[config.mk]
export PLATFORM = sky130hd
export DESIGN_NAME = drum_motor_driver_flat
export DESIGN_NICKNAME = d
export VERILOG_FILES = /design/src/rtl/drum_motor_driver_if.sv /design/src/rtl/drum_motor_driver.sv /design/src/flat_wrapper.sv
export SDC_FILE = /design/constraint.sdc
export NUM_CORES = 1
export LEC_CHECK = 0
export ABC_AREA = 1
export CAP_MARGIN = 20
export CELL_PAD_IN_SITES_DETAIL_PLACEMENT = 0
export CELL_PAD_IN_SITES_GLOBAL_PLACEMENT = 1
export CORE_MARGIN = 5
export CORE_UTILIZATION = 44
export CTS_CLUSTER_SIZE = 10
export DETAILED_ROUTE_END_ITERATION = 12
export PLACE_DENSITY_LB_ADDON = 0.1
export SYNTH_ARGS = -nofsm -noshare
export SYNTH_HDL_FRONTEND = slang
export SYNTH_SLANG_ARGS = --single-unit
[constraint.sdc]
create_clock -name clk -period 2 [get_ports clk]
set_input_delay 0.4 -clock clk [delete_from_list [all_inputs] [get_ports clk]]
set_output_delay 0.4 -clock clk [all_outputs]
set_load 0.02 [all_outputs]
[src/rtl/drum_motor_driver_if.sv]
// Command, feedback and drive signals between the washer controller and the drum motor stage.
interface drum_motor_driver_if;
   localparam int unsigned SPEED_W = 10;

   logic               motor_en;
   logic               spin_mode;
   logic [SPEED_W-1:0] target_speed;
   logic [SPEED_W-1:0] speed_fb;
   logic               vibration;
   logic               pwm_out;
   logic               dir;
   logic               brake;
   logic               at_speed;
   logic               fault;

   modport master (
      output motor_en, spin_mode, target_speed, speed_fb, vibration,
      input  pwm_out, dir, brake, at_speed, fault
   );

   modport slave (
      input  motor_en, spin_mode, target_speed, speed_fb, vibration,
      output pwm_out, dir, brake, at_speed, fault
   );
endinterface

[src/rtl/drum_motor_driver.sv]
// Drum motor drive stage: soft start/stop duty ramp, wash agitation reversal,
// stall and vibration fault handling, PWM generation.
module drum_motor_driver #(
   parameter int unsigned RAMP_DIV     = 100,
   parameter int unsigned REV_PERIOD   = 1000,
   parameter int unsigned DWELL_CYCLES = 50,
   parameter int unsigned STALL_CYCLES = 200
) (
   input  logic               clk,
   input  logic               reset_n,
   drum_motor_driver_if.slave bus
);

   localparam int unsigned DUTY_W  = 8;
   localparam int unsigned SPEED_W = 10;
   localparam int unsigned PRE_W   = (RAMP_DIV > 1)     ? $clog2(RAMP_DIV)     : 1;
   localparam int unsigned REV_W   = (REV_PERIOD > 1)   ? $clog2(REV_PERIOD)   : 1;
   localparam int unsigned DWELL_W = (DWELL_CYCLES > 1) ? $clog2(DWELL_CYCLES) : 1;
   localparam int unsigned STALL_W = (STALL_CYCLES > 1) ? $clog2(STALL_CYCLES) : 1;

   typedef enum logic [2:0] {IDLE, RUN, DECEL, DWELL, FAULT} state_t;

   state_t             state_q, state_d;
   logic [DUTY_W-1:0]  duty_q, duty_d, duty_ramp_c, duty_tgt_c;
   logic               dir_q, dir_d;
   logic               rev_pend_q, rev_pend_d;
   logic [REV_W-1:0]   rev_cnt_q, rev_cnt_d;
   logic [DWELL_W-1:0] dwell_cnt_q, dwell_cnt_d;
   logic [STALL_W-1:0] stall_cnt_q, stall_cnt_d;
   logic [PRE_W-1:0]   pre_cnt_q;
   logic [DUTY_W-1:0]  pwm_cnt_q;
   logic               pwm_q, brake_q, at_speed_q, fault_q;
   logic               tick_c, stall_cond_c, stall_hit_c, rev_hit_c;

   assign duty_tgt_c   = bus.target_speed[SPEED_W-1:2];
   assign tick_c       = (pre_cnt_q == PRE_W'(RAMP_DIV - 1));
   assign stall_cond_c = (state_q == RUN) && (duty_q == duty_tgt_c) && (duty_q != '0) &&
                         (bus.speed_fb < (bus.target_speed >> 2));
   assign stall_hit_c  = stall_cond_c && (stall_cnt_q == STALL_W'(STALL_CYCLES - 1));
   assign rev_hit_c    = !bus.spin_mode && (rev_cnt_q == REV_W'(REV_PERIOD - 1));

   // One-LSB duty step toward the target on each ramp tick
   always_comb begin
      duty_ramp_c = duty_q;
      if (tick_c) begin
         if (duty_q < duty_tgt_c)      duty_ramp_c = duty_q + DUTY_W'(1);
         else if (duty_q > duty_tgt_c) duty_ramp_c = duty_q - DUTY_W'(1);
      end
   end

   // Next-state, duty, direction and counter logic
   always_comb begin
      state_d     = state_q;
      duty_d      = duty_q;
      dir_d       = dir_q;
      rev_pend_d  = rev_pend_q;
      rev_cnt_d   = '0;
      dwell_cnt_d = '0;
      stall_cnt_d = '0;
      unique case (state_q)
         IDLE: begin
            duty_d = '0;
            if (bus.motor_en) begin
               state_d = RUN;
               dir_d   = 1'b1;
            end
         end
         RUN: begin
            duty_d      = duty_ramp_c;
            rev_cnt_d   = bus.spin_mode ? rev_cnt_q : rev_cnt_q + REV_W'(1);
            stall_cnt_d = stall_cond_c ? stall_cnt_q + STALL_W'(1) : '0;
            if (!bus.motor_en) begin
               state_d    = DECEL;
               rev_pend_d = 1'b0;
            end else if (rev_hit_c) begin
               state_d    = DECEL;
               rev_pend_d = 1'b1;
            end else if (stall_hit_c) begin
               state_d = FAULT;
               duty_d  = '0;
            end
         end
         DECEL: begin
            if (bus.motor_en && !rev_pend_q) state_d = RUN;
            else if (duty_q == '0)           state_d = rev_pend_q ? DWELL : IDLE;
            else if (tick_c)                 duty_d  = duty_q - DUTY_W'(1);
         end
         DWELL: begin
            duty_d = '0;
            if (dwell_cnt_q == DWELL_W'(DWELL_CYCLES - 1)) begin
               dir_d      = !dir_q;
               rev_pend_d = 1'b0;
               state_d    = bus.motor_en ? RUN : IDLE;
            end else begin
               dwell_cnt_d = dwell_cnt_q + DWELL_W'(1);
            end
         end
         FAULT: begin
            duty_d = '0;
            if (!bus.vibration && !bus.motor_en) state_d = IDLE;
         end
         default: state_d = IDLE;
      endcase
      // Vibration overrides every other transition and kills drive at once
      if (bus.vibration) begin
         state_d     = FAULT;
         duty_d      = '0;
         rev_pend_d  = 1'b0;
         rev_cnt_d   = '0;
         dwell_cnt_d = '0;
         stall_cnt_d = '0;
      end
   end

   // FSM state and datapath registers
   always_ff @(posedge clk or negedge reset_n) begin
      if (!reset_n) begin
         state_q     <= IDLE;
         duty_q      <= '0;
         dir_q       <= 1'b1;
         rev_pend_q  <= 1'b0;
         rev_cnt_q   <= '0;
         dwell_cnt_q <= '0;
         stall_cnt_q <= '0;
      end else begin
         state_q     <= state_d;
         duty_q      <= duty_d;
         dir_q       <= dir_d;
         rev_pend_q  <= rev_pend_d;
         rev_cnt_q   <= rev_cnt_d;
         dwell_cnt_q <= dwell_cnt_d;
         stall_cnt_q <= stall_cnt_d;
      end
   end

   // Free-running ramp prescaler and PWM carrier counter
   always_ff @(posedge clk or negedge reset_n) begin
      if (!reset_n) begin
         pre_cnt_q <= '0;
         pwm_cnt_q <= '0;
      end else begin
         pre_cnt_q <= tick_c ? '0 : pre_cnt_q + PRE_W'(1);
         pwm_cnt_q <= pwm_cnt_q + DUTY_W'(1);
      end
   end

   // Registered outputs; brake/fault follow the state being entered
   always_ff @(posedge clk or negedge reset_n) begin
      if (!reset_n) begin
         pwm_q      <= 1'b0;
         brake_q    <= 1'b0;
         at_speed_q <= 1'b0;
         fault_q    <= 1'b0;
      end else begin
         pwm_q      <= (pwm_cnt_q < duty_q);
         brake_q    <= (state_d == DWELL) || (state_d == FAULT);
         at_speed_q <= (state_q == RUN) && (duty_q == duty_tgt_c) && (duty_q != '0);
         fault_q    <= (state_d == FAULT);
      end
   end

   assign bus.pwm_out  = pwm_q;
   assign bus.dir      = dir_q;
   assign bus.brake    = brake_q;
   assign bus.at_speed = at_speed_q;
   assign bus.fault    = fault_q;

endmodule

[src/flat_wrapper.sv]
// flat-port wrapper written by rule: the top's interface ports become plain ports
module drum_motor_driver_flat 
#(
   parameter int unsigned RAMP_DIV     = 100,
   parameter int unsigned REV_PERIOD   = 1000,
   parameter int unsigned DWELL_CYCLES = 50,
   parameter int unsigned STALL_CYCLES = 200
)
  (clk, reset_n, bus_motor_en, bus_spin_mode, bus_target_speed, bus_speed_fb, bus_vibration, bus_pwm_out, bus_dir, bus_brake, bus_at_speed, bus_fault);
  drum_motor_driver_if bus_i ();
  input  logic clk;
  input  logic reset_n;
  input wire logic [$bits(bus_i.motor_en)-1:0] bus_motor_en;
  input wire logic [$bits(bus_i.spin_mode)-1:0] bus_spin_mode;
  input wire logic [$bits(bus_i.target_speed)-1:0] bus_target_speed;
  input wire logic [$bits(bus_i.speed_fb)-1:0] bus_speed_fb;
  input wire logic [$bits(bus_i.vibration)-1:0] bus_vibration;
  output wire logic [$bits(bus_i.pwm_out)-1:0] bus_pwm_out;
  output wire logic [$bits(bus_i.dir)-1:0] bus_dir;
  output wire logic [$bits(bus_i.brake)-1:0] bus_brake;
  output wire logic [$bits(bus_i.at_speed)-1:0] bus_at_speed;
  output wire logic [$bits(bus_i.fault)-1:0] bus_fault;
  assign bus_i.motor_en = bus_motor_en;
  assign bus_i.spin_mode = bus_spin_mode;
  assign bus_i.target_speed = bus_target_speed;
  assign bus_i.speed_fb = bus_speed_fb;
  assign bus_i.vibration = bus_vibration;
  assign bus_pwm_out = bus_i.pwm_out;
  assign bus_dir = bus_i.dir;
  assign bus_brake = bus_i.brake;
  assign bus_at_speed = bus_i.at_speed;
  assign bus_fault = bus_i.fault;
  drum_motor_driver #(.RAMP_DIV(RAMP_DIV), .REV_PERIOD(REV_PERIOD), .DWELL_CYCLES(DWELL_CYCLES), .STALL_CYCLES(STALL_CYCLES)) u_core (.clk(clk), .reset_n(reset_n), .bus(bus_i));
endmodule
==> Word level (Yosys, flattened, before mapping) <==
Index checks and enable logic that the tools add are counted.
{ "word_totals": {"input_bits": 25, "output_inout_bits": 5, "ff_bits": 56, "mem_bits_ro": 0, "memories": 0, "latchBits": 0, "ramBits": 0, "word_cells": 107} }
{ "op_classes": {"add_sub_neg": 7, "n_reduce_logical": 23, "muxes": 41, "mul": 0, "shifts": 0, "n_eq_ne": 19, "order_cmp": 4, "n_bitwise": 0, "div_mod_pow": 0} }
{ "ops": {"columns": ["operator", "n"], "rows": [
  ["$mux W8", 13],
  ["$mux W10", 3],
  ["$mux W3", 9],
  ["$add A8 B1 Y8 const B", 3],
  ["$pmux W8 S3", 1],
  ["$mux W6", 3],
  ["$lt A8 B8 Y1", 2],
  ["$pmux W3 S5", 1],
  ["$add A10 B1 Y10 const B", 1],
  ["$eq A10 B10 Y1 const B", 1],
  ["$lt A10 B8 Y1", 1],
  ["$eq A3 B2 Y1 const B", 3],
  ["$ne A3 B3 Y1 const B", 3],
  ["$eq A8 B8 Y1", 1],
  ["$eq A8 B8 Y1 const B", 1],
  ["$gt A8 B8 Y1", 1],
  ["$logic_not A8 Y1", 1],
  ["$reduce_bool A8 Y1", 1],
  ["$sub A8 B1 Y8 const B", 1],
  ["$add A7 B1 Y7 const B", 1],
  ["$eq A7 B7 Y1 const B", 1],
  ["$logic_and A1 B1 Y1", 7],
  ["$mux W1", 7],
  ["$mux W7", 1],
  ["other kinds (19)", 27]
]} }

==> Depth between registers and ports, before layout <==
{ "logic_depth": {"word_depth": 12, "depth_mapped": 17, "mapped_depth_nobuf": 17} }

==> Least setup slack after synthesis <==
No wires, ideal clock.
{ "synth_timing": {"path_kind": "register -> register", "start": "register u_core.duty_q[7]", "end": "register u_core.duty_q[2]", "slack_ns": 0.192, "stages_incl_launch_ff": 13, "path_buffers": 0, "arrival_ns": 1.692, "t_required_ns": 1.884, "setup_time_ns": 0.116, "period_less_slack_ns": 1.808, "path_cell_list": "dfrtp_1 > ha_1 > nand2_1 > nor2_4 > nand2_4 > nor2_2 > nand2_2 > nor2_4 > nand4_4 > nand4_1 > nand2_1 > nand2_1 > nand2_1"} }
{ "synth_via": {"elab_chain_len": 10, "elab_cells_between_ends": 19, "classes_between": "order compare (2); eq/ne (2); mux (8); reduce/logical (7)"} }
{ "synth_rtl": {"columns": ["element", "line", "rtl"], "rows": [
  ["start: declaration", "drum_motor_driver.sv:24", "logic [DUTY_W-1:0] duty_q, duty_d, duty_ramp_c, duty_tgt_c;"],
  ["start signal: assignment", "drum_motor_driver.sv:127", "duty_q <= duty_d;"],
  ["branches (longest 10 deep; another with $gt A8 B8 Y1)", null, null]
]} }
Several ways; the timed one is not identified.
A chain may end at the register's enable or synchronous reset.

==> Worst setup path in the final report <==
{ "layout_timing": {"start": "register u_core.duty_q[4]", "end": "register u_core.duty_q[5]"} }
{ "layout_via": {"elab_chain_len": 10, "elab_cells_between_ends": 24, "classes_between": "add/sub (2); order compare (2); eq/ne (2); mux (11); reduce/logical (7)"} }
{ "layout_rtl": {"columns": ["element"], "rows": [
  ["branches (longest 10 deep; another with $sub A8 B1 Y8)"]
]} }
Several ways; the timed one is not identified. The select of a mux whose other input is x is not followed.

==> results <==
## final timing paths
check / from / to / slack (ns)
min in group clk: u_core.stall_cnt_q[0] / u_core.stall_cnt_q[0] / 0.47
worst max register to register: u_core.duty_q[4] / u_core.duty_q[5] / 0.07
max in group asynchronous: reset_n / u_core.bus.dir / 1.64
worst max-delay path: u_core.duty_q[4] / u_core.duty_q[5] / 0.07
worst min-delay path: reset_n / u_core.rev_cnt_q[3] / 0.06
worst min register to register: u_core.stall_cnt_q[0] / u_core.stall_cnt_q[0] / 0.47
## flip-flops by register name, summed over array words and instances (netlist names)
signal,flops
u_core.bus.pwm_out,1
u_core.pre_cnt_q,7
u_core.rev_pend_q,1
u_core.bus.at_speed,1
u_core.bus.dir,1
u_core.rev_cnt_q,10
u_core.stall_cnt_q,8
u_core.bus.fault,1
u_core.bus.brake,1
u_core.duty_q,8
u_core.pwm_cnt_q,8
u_core.state_q,3
u_core.dwell_cnt_q,6
## cell usage in the layout (no fill, tap or decap), types with 7 or more instances in the layout
| cell type | synthesis | routed |
|---|---|---|
| a21oi_1 | 23 | 20 |
| clkdlybuf4s50_1 | 0 | 14 |
| xnor2_1 | 7 | 7 |
| nand4_1 | 9 | 9 |
| dlygate4sd2_1 | 0 | 8 |
| nor2_2 | 9 | 9 |
| nor2_1 | 59 | 57 |
| nand2_1 | 120 | 111 |
| nand3_1 | 38 | 38 |
| dfrtp_1 | 55 | 54 |
| inv_1 | 59 | 48 |
| nand2_2 | 5 | 11 |
| nand2_4 | 4 | 7 |
| inv_2 | 7 | 18 |
| ha_1 | 31 | 20 |
| xor2_1 | 15 | 15 |
| nor3_1 | 10 | 10 |
| buf_4 | 2 | 33 |
| o21ai_0 | 12 | 11 |
| ha_4 | 0 | 11 |
## what timing repair did
action / 4_1_cts / 5_1_grt
pin swaps: 20 / 21
gates resized for setup: 41 / 21
gates cloned: 0 / 0
setup endpoints to repair: 20 / 19
setup buffers: 2 / 4
hold endpoints to repair: 0 / 0
## metrics by stage
step | power (mW) | util [%] | setup WS (ns) | setup TNS [ns]
2_1_floorplan | 1.28 | - | 0.192 | 0
3_3_place_gp | 1.41 | 52.1 | -0.512 | -8.87
3_5_place_dp | 1.42 | 52.1 | -0.546 | -9.65
4_1_cts | 2.10 | 55.2 | 0.00511 | 0
5_1_grt | 2.20 | 56.4 | -0.0654 | -0.137
6_report | 2.08 | 56.4 | 0.0665 | 0
## critical path: stages (launching register included)
cell and delay (ns):
dfrtp_1 0.45, buf_4 0.16, buf_4 0.16, inv_4 0.09
nand2_4 0.06, nor2_1 0.12, xor2_1 0.28, nand3_1 0.11
a21oi_1 0.15, o21ai_1 0.10, nand2_1 0.10, nand2_1 0.05
## cell type report
type / instances / area [um2] / area share (%)
Clock buffer: 7 / 86.3 / 1.76
Clock inverter: 1 / 7.51 / 0.153
Inverter: 70 / 270 / 5.49
Multi-Input combinational cell: 380 / 2440 / 49.6
Sequential cell: 56 / 1400 / 28.5
Tap cell: 108 / 135 / 2.75
Timing Repair Buffer: 64 / 576 / 11.7
## power groups by stage
stage	sequential (mW)	combinational, mW	clock [mW]
2_1_floorplan	1.18	0.104	0
3_3_place_gp	1.17	0.240	0
3_5_place_dp	1.17	0.245	0
4_1_cts	1.15	0.268	0.683
5_1_grt	1.15	0.314	0.739
6_report	1.15	0.276	0.652
## cells in the mapped netlist (2+ instances only)
cell type,count,area [um2]
inv_4,3,18.8
nor2_4,4,45.0
nand2_4,4,45.0
xor2_1,15,131
nor2_2,9,56.3
nand4_1,9,56.3
inv_1,59,221
inv_2,7,26.3
a21oi_1,23,115
nand2_2,5,31.3
nor2_1,59,221
ha_1,31,388
nand3_1,38,190
dfrtp_1,55,1380
nor3_1,10,50.1
buf_6,3,33.8
xnor2_1,7,61.3
nor3b_2,3,37.5
and3_1,2,12.5
o21ai_1,3,15.0
o21a_1,3,22.5
o21ai_0,12,60.1
buf_4,2,15.0
or2_2,3,18.8
nand2_1,120,450
## kinds of logic after synthesis
logic type	after synthesis	synth area share [%]
flip-flops	56	35.6
AND/OR/NAND/NOR	274	33.3
XOR/XNOR	22	4.89
AO/OA/AOI/OAI	53	8.12
adder cells (fa/ha/maj)	31	9.83
buffers and inverters	77	8.31
## per-layer routing
metal	track usage (%)	wire (um)	vias up	part of all wire, %
met5	0	0	-	0
met4	4.38	144	0	1.6
met3	3.27	333	11	3.7
met2	30.5	4560	50	50
met1	22.7	4050	1603	45
li1	-	-	1777	-
==> impl_metrics.tcl <==
set metrics [dict create \
    numCtsBuffers 5 \
    rows 34 \
    clock_skew_ns 0.00699 \
    synth_sequential_area_ratio_pct 35.6 \
    clkPwrFrac_pct 31.4 \
    ir_worst_vdd_mv 0.274 \
    p_sw_uw 528 \
    synthFlopType "dfrtp_1" \
    synthCells 513 \
    max-slew-margin-rel_pct 62.3 \
    dpl.hpwl_mm 7.08 \
    grt_antenna_before_repair 0 \
    synth.distinct_cells 49 \
    synthesis.area_um2 3940 \
    final.period_utilization_pct 96.7 \
    grtUsageTotal_pct 17.6 \
    max_freq_mhz 517 \
    path_max_fanout 7 \
    viasPerCell 5.02 \
    clk_pin_slew_ns 0.10 \
    antenna_cells 0 \
    final-setup-viol-count 0 \
    drc 0 \
    core_um2 8720 \
    layout-drive-gt1-share_pct 22.7 \
    clock_latency_ns 0.31 \
    dp_cells 672 \
    reg2regPathDepth 11 \
    port_buffers 27 \
    grt_pass1_vias 3477 \
    power_frac_seq_pct 55.3 \
    stdcell_area_um2 4920 \
    place.gp.congestion 0.893 \
    die_w_um 105 \
    ys_ff_latch 56 \
    drt-pass1-iter-count 6 \
    hp-class "in2async" \
    grt_overflow 0 \
    whs_ns 0.0598 \
    synth_edf_count 0 \
    drtAntennaViolNets 0 \
    grt_pass1_wl_mm 16.2 \
    h-tree-depth 2 \
    grt_max_degree 57 \
    end_kind "flip-flop" \
    status "finished, final reports clean" \
    io_pins 30 \
    arrival_ns 2.14 \
    avgSynthCellArea_um2 7.69 \
    syn_to_final_growth_pct 24.7 \
    required_ns 2.21 \
    ys_warn_count 0 \
    wirelength_mm 9.09 \
    cts_tree "yes" \
    grt_setup_unrepaired "yes" \
    hold_viol 0 \
    num_vias 3441 \
    dieArea_um2 11000 \
    die_h_um 105 \
    start_util_pct 45.2 \
    wire_per_inst_um 13.2 \
    clkSinkCount 56 \
    place_area_um2 4540 \
    worst_pin_slew_ns 0.565 \
    intPower_mw 1.55 \
    final_nets 633 \
    p_leak_nw 2.41 \
    critPathLaunchType "flip-flop" \
    cts_root_buf "clkbuf_8" \
    dr.first_iter.drc_count 105 \
    maxCapViolations 0 \
    comb_power_share_pct 13.3 \
    swShare_pct 25.4 \
    report.final.slew_viol_count 0 \
    stdcell_count 686 \
    syn-num-nets 569 \
    async_reset_ff_share_pct 100 \
    path_class "reg2reg" \
    p_per_area_nw_per_um2 422 \
    hold_buffers 0 \
    cts_buffer_depth 2 \
    period_minus_slack_ns 1.93 \
    fill_cells 878 \
]
(Power assumes the default switching activity.)
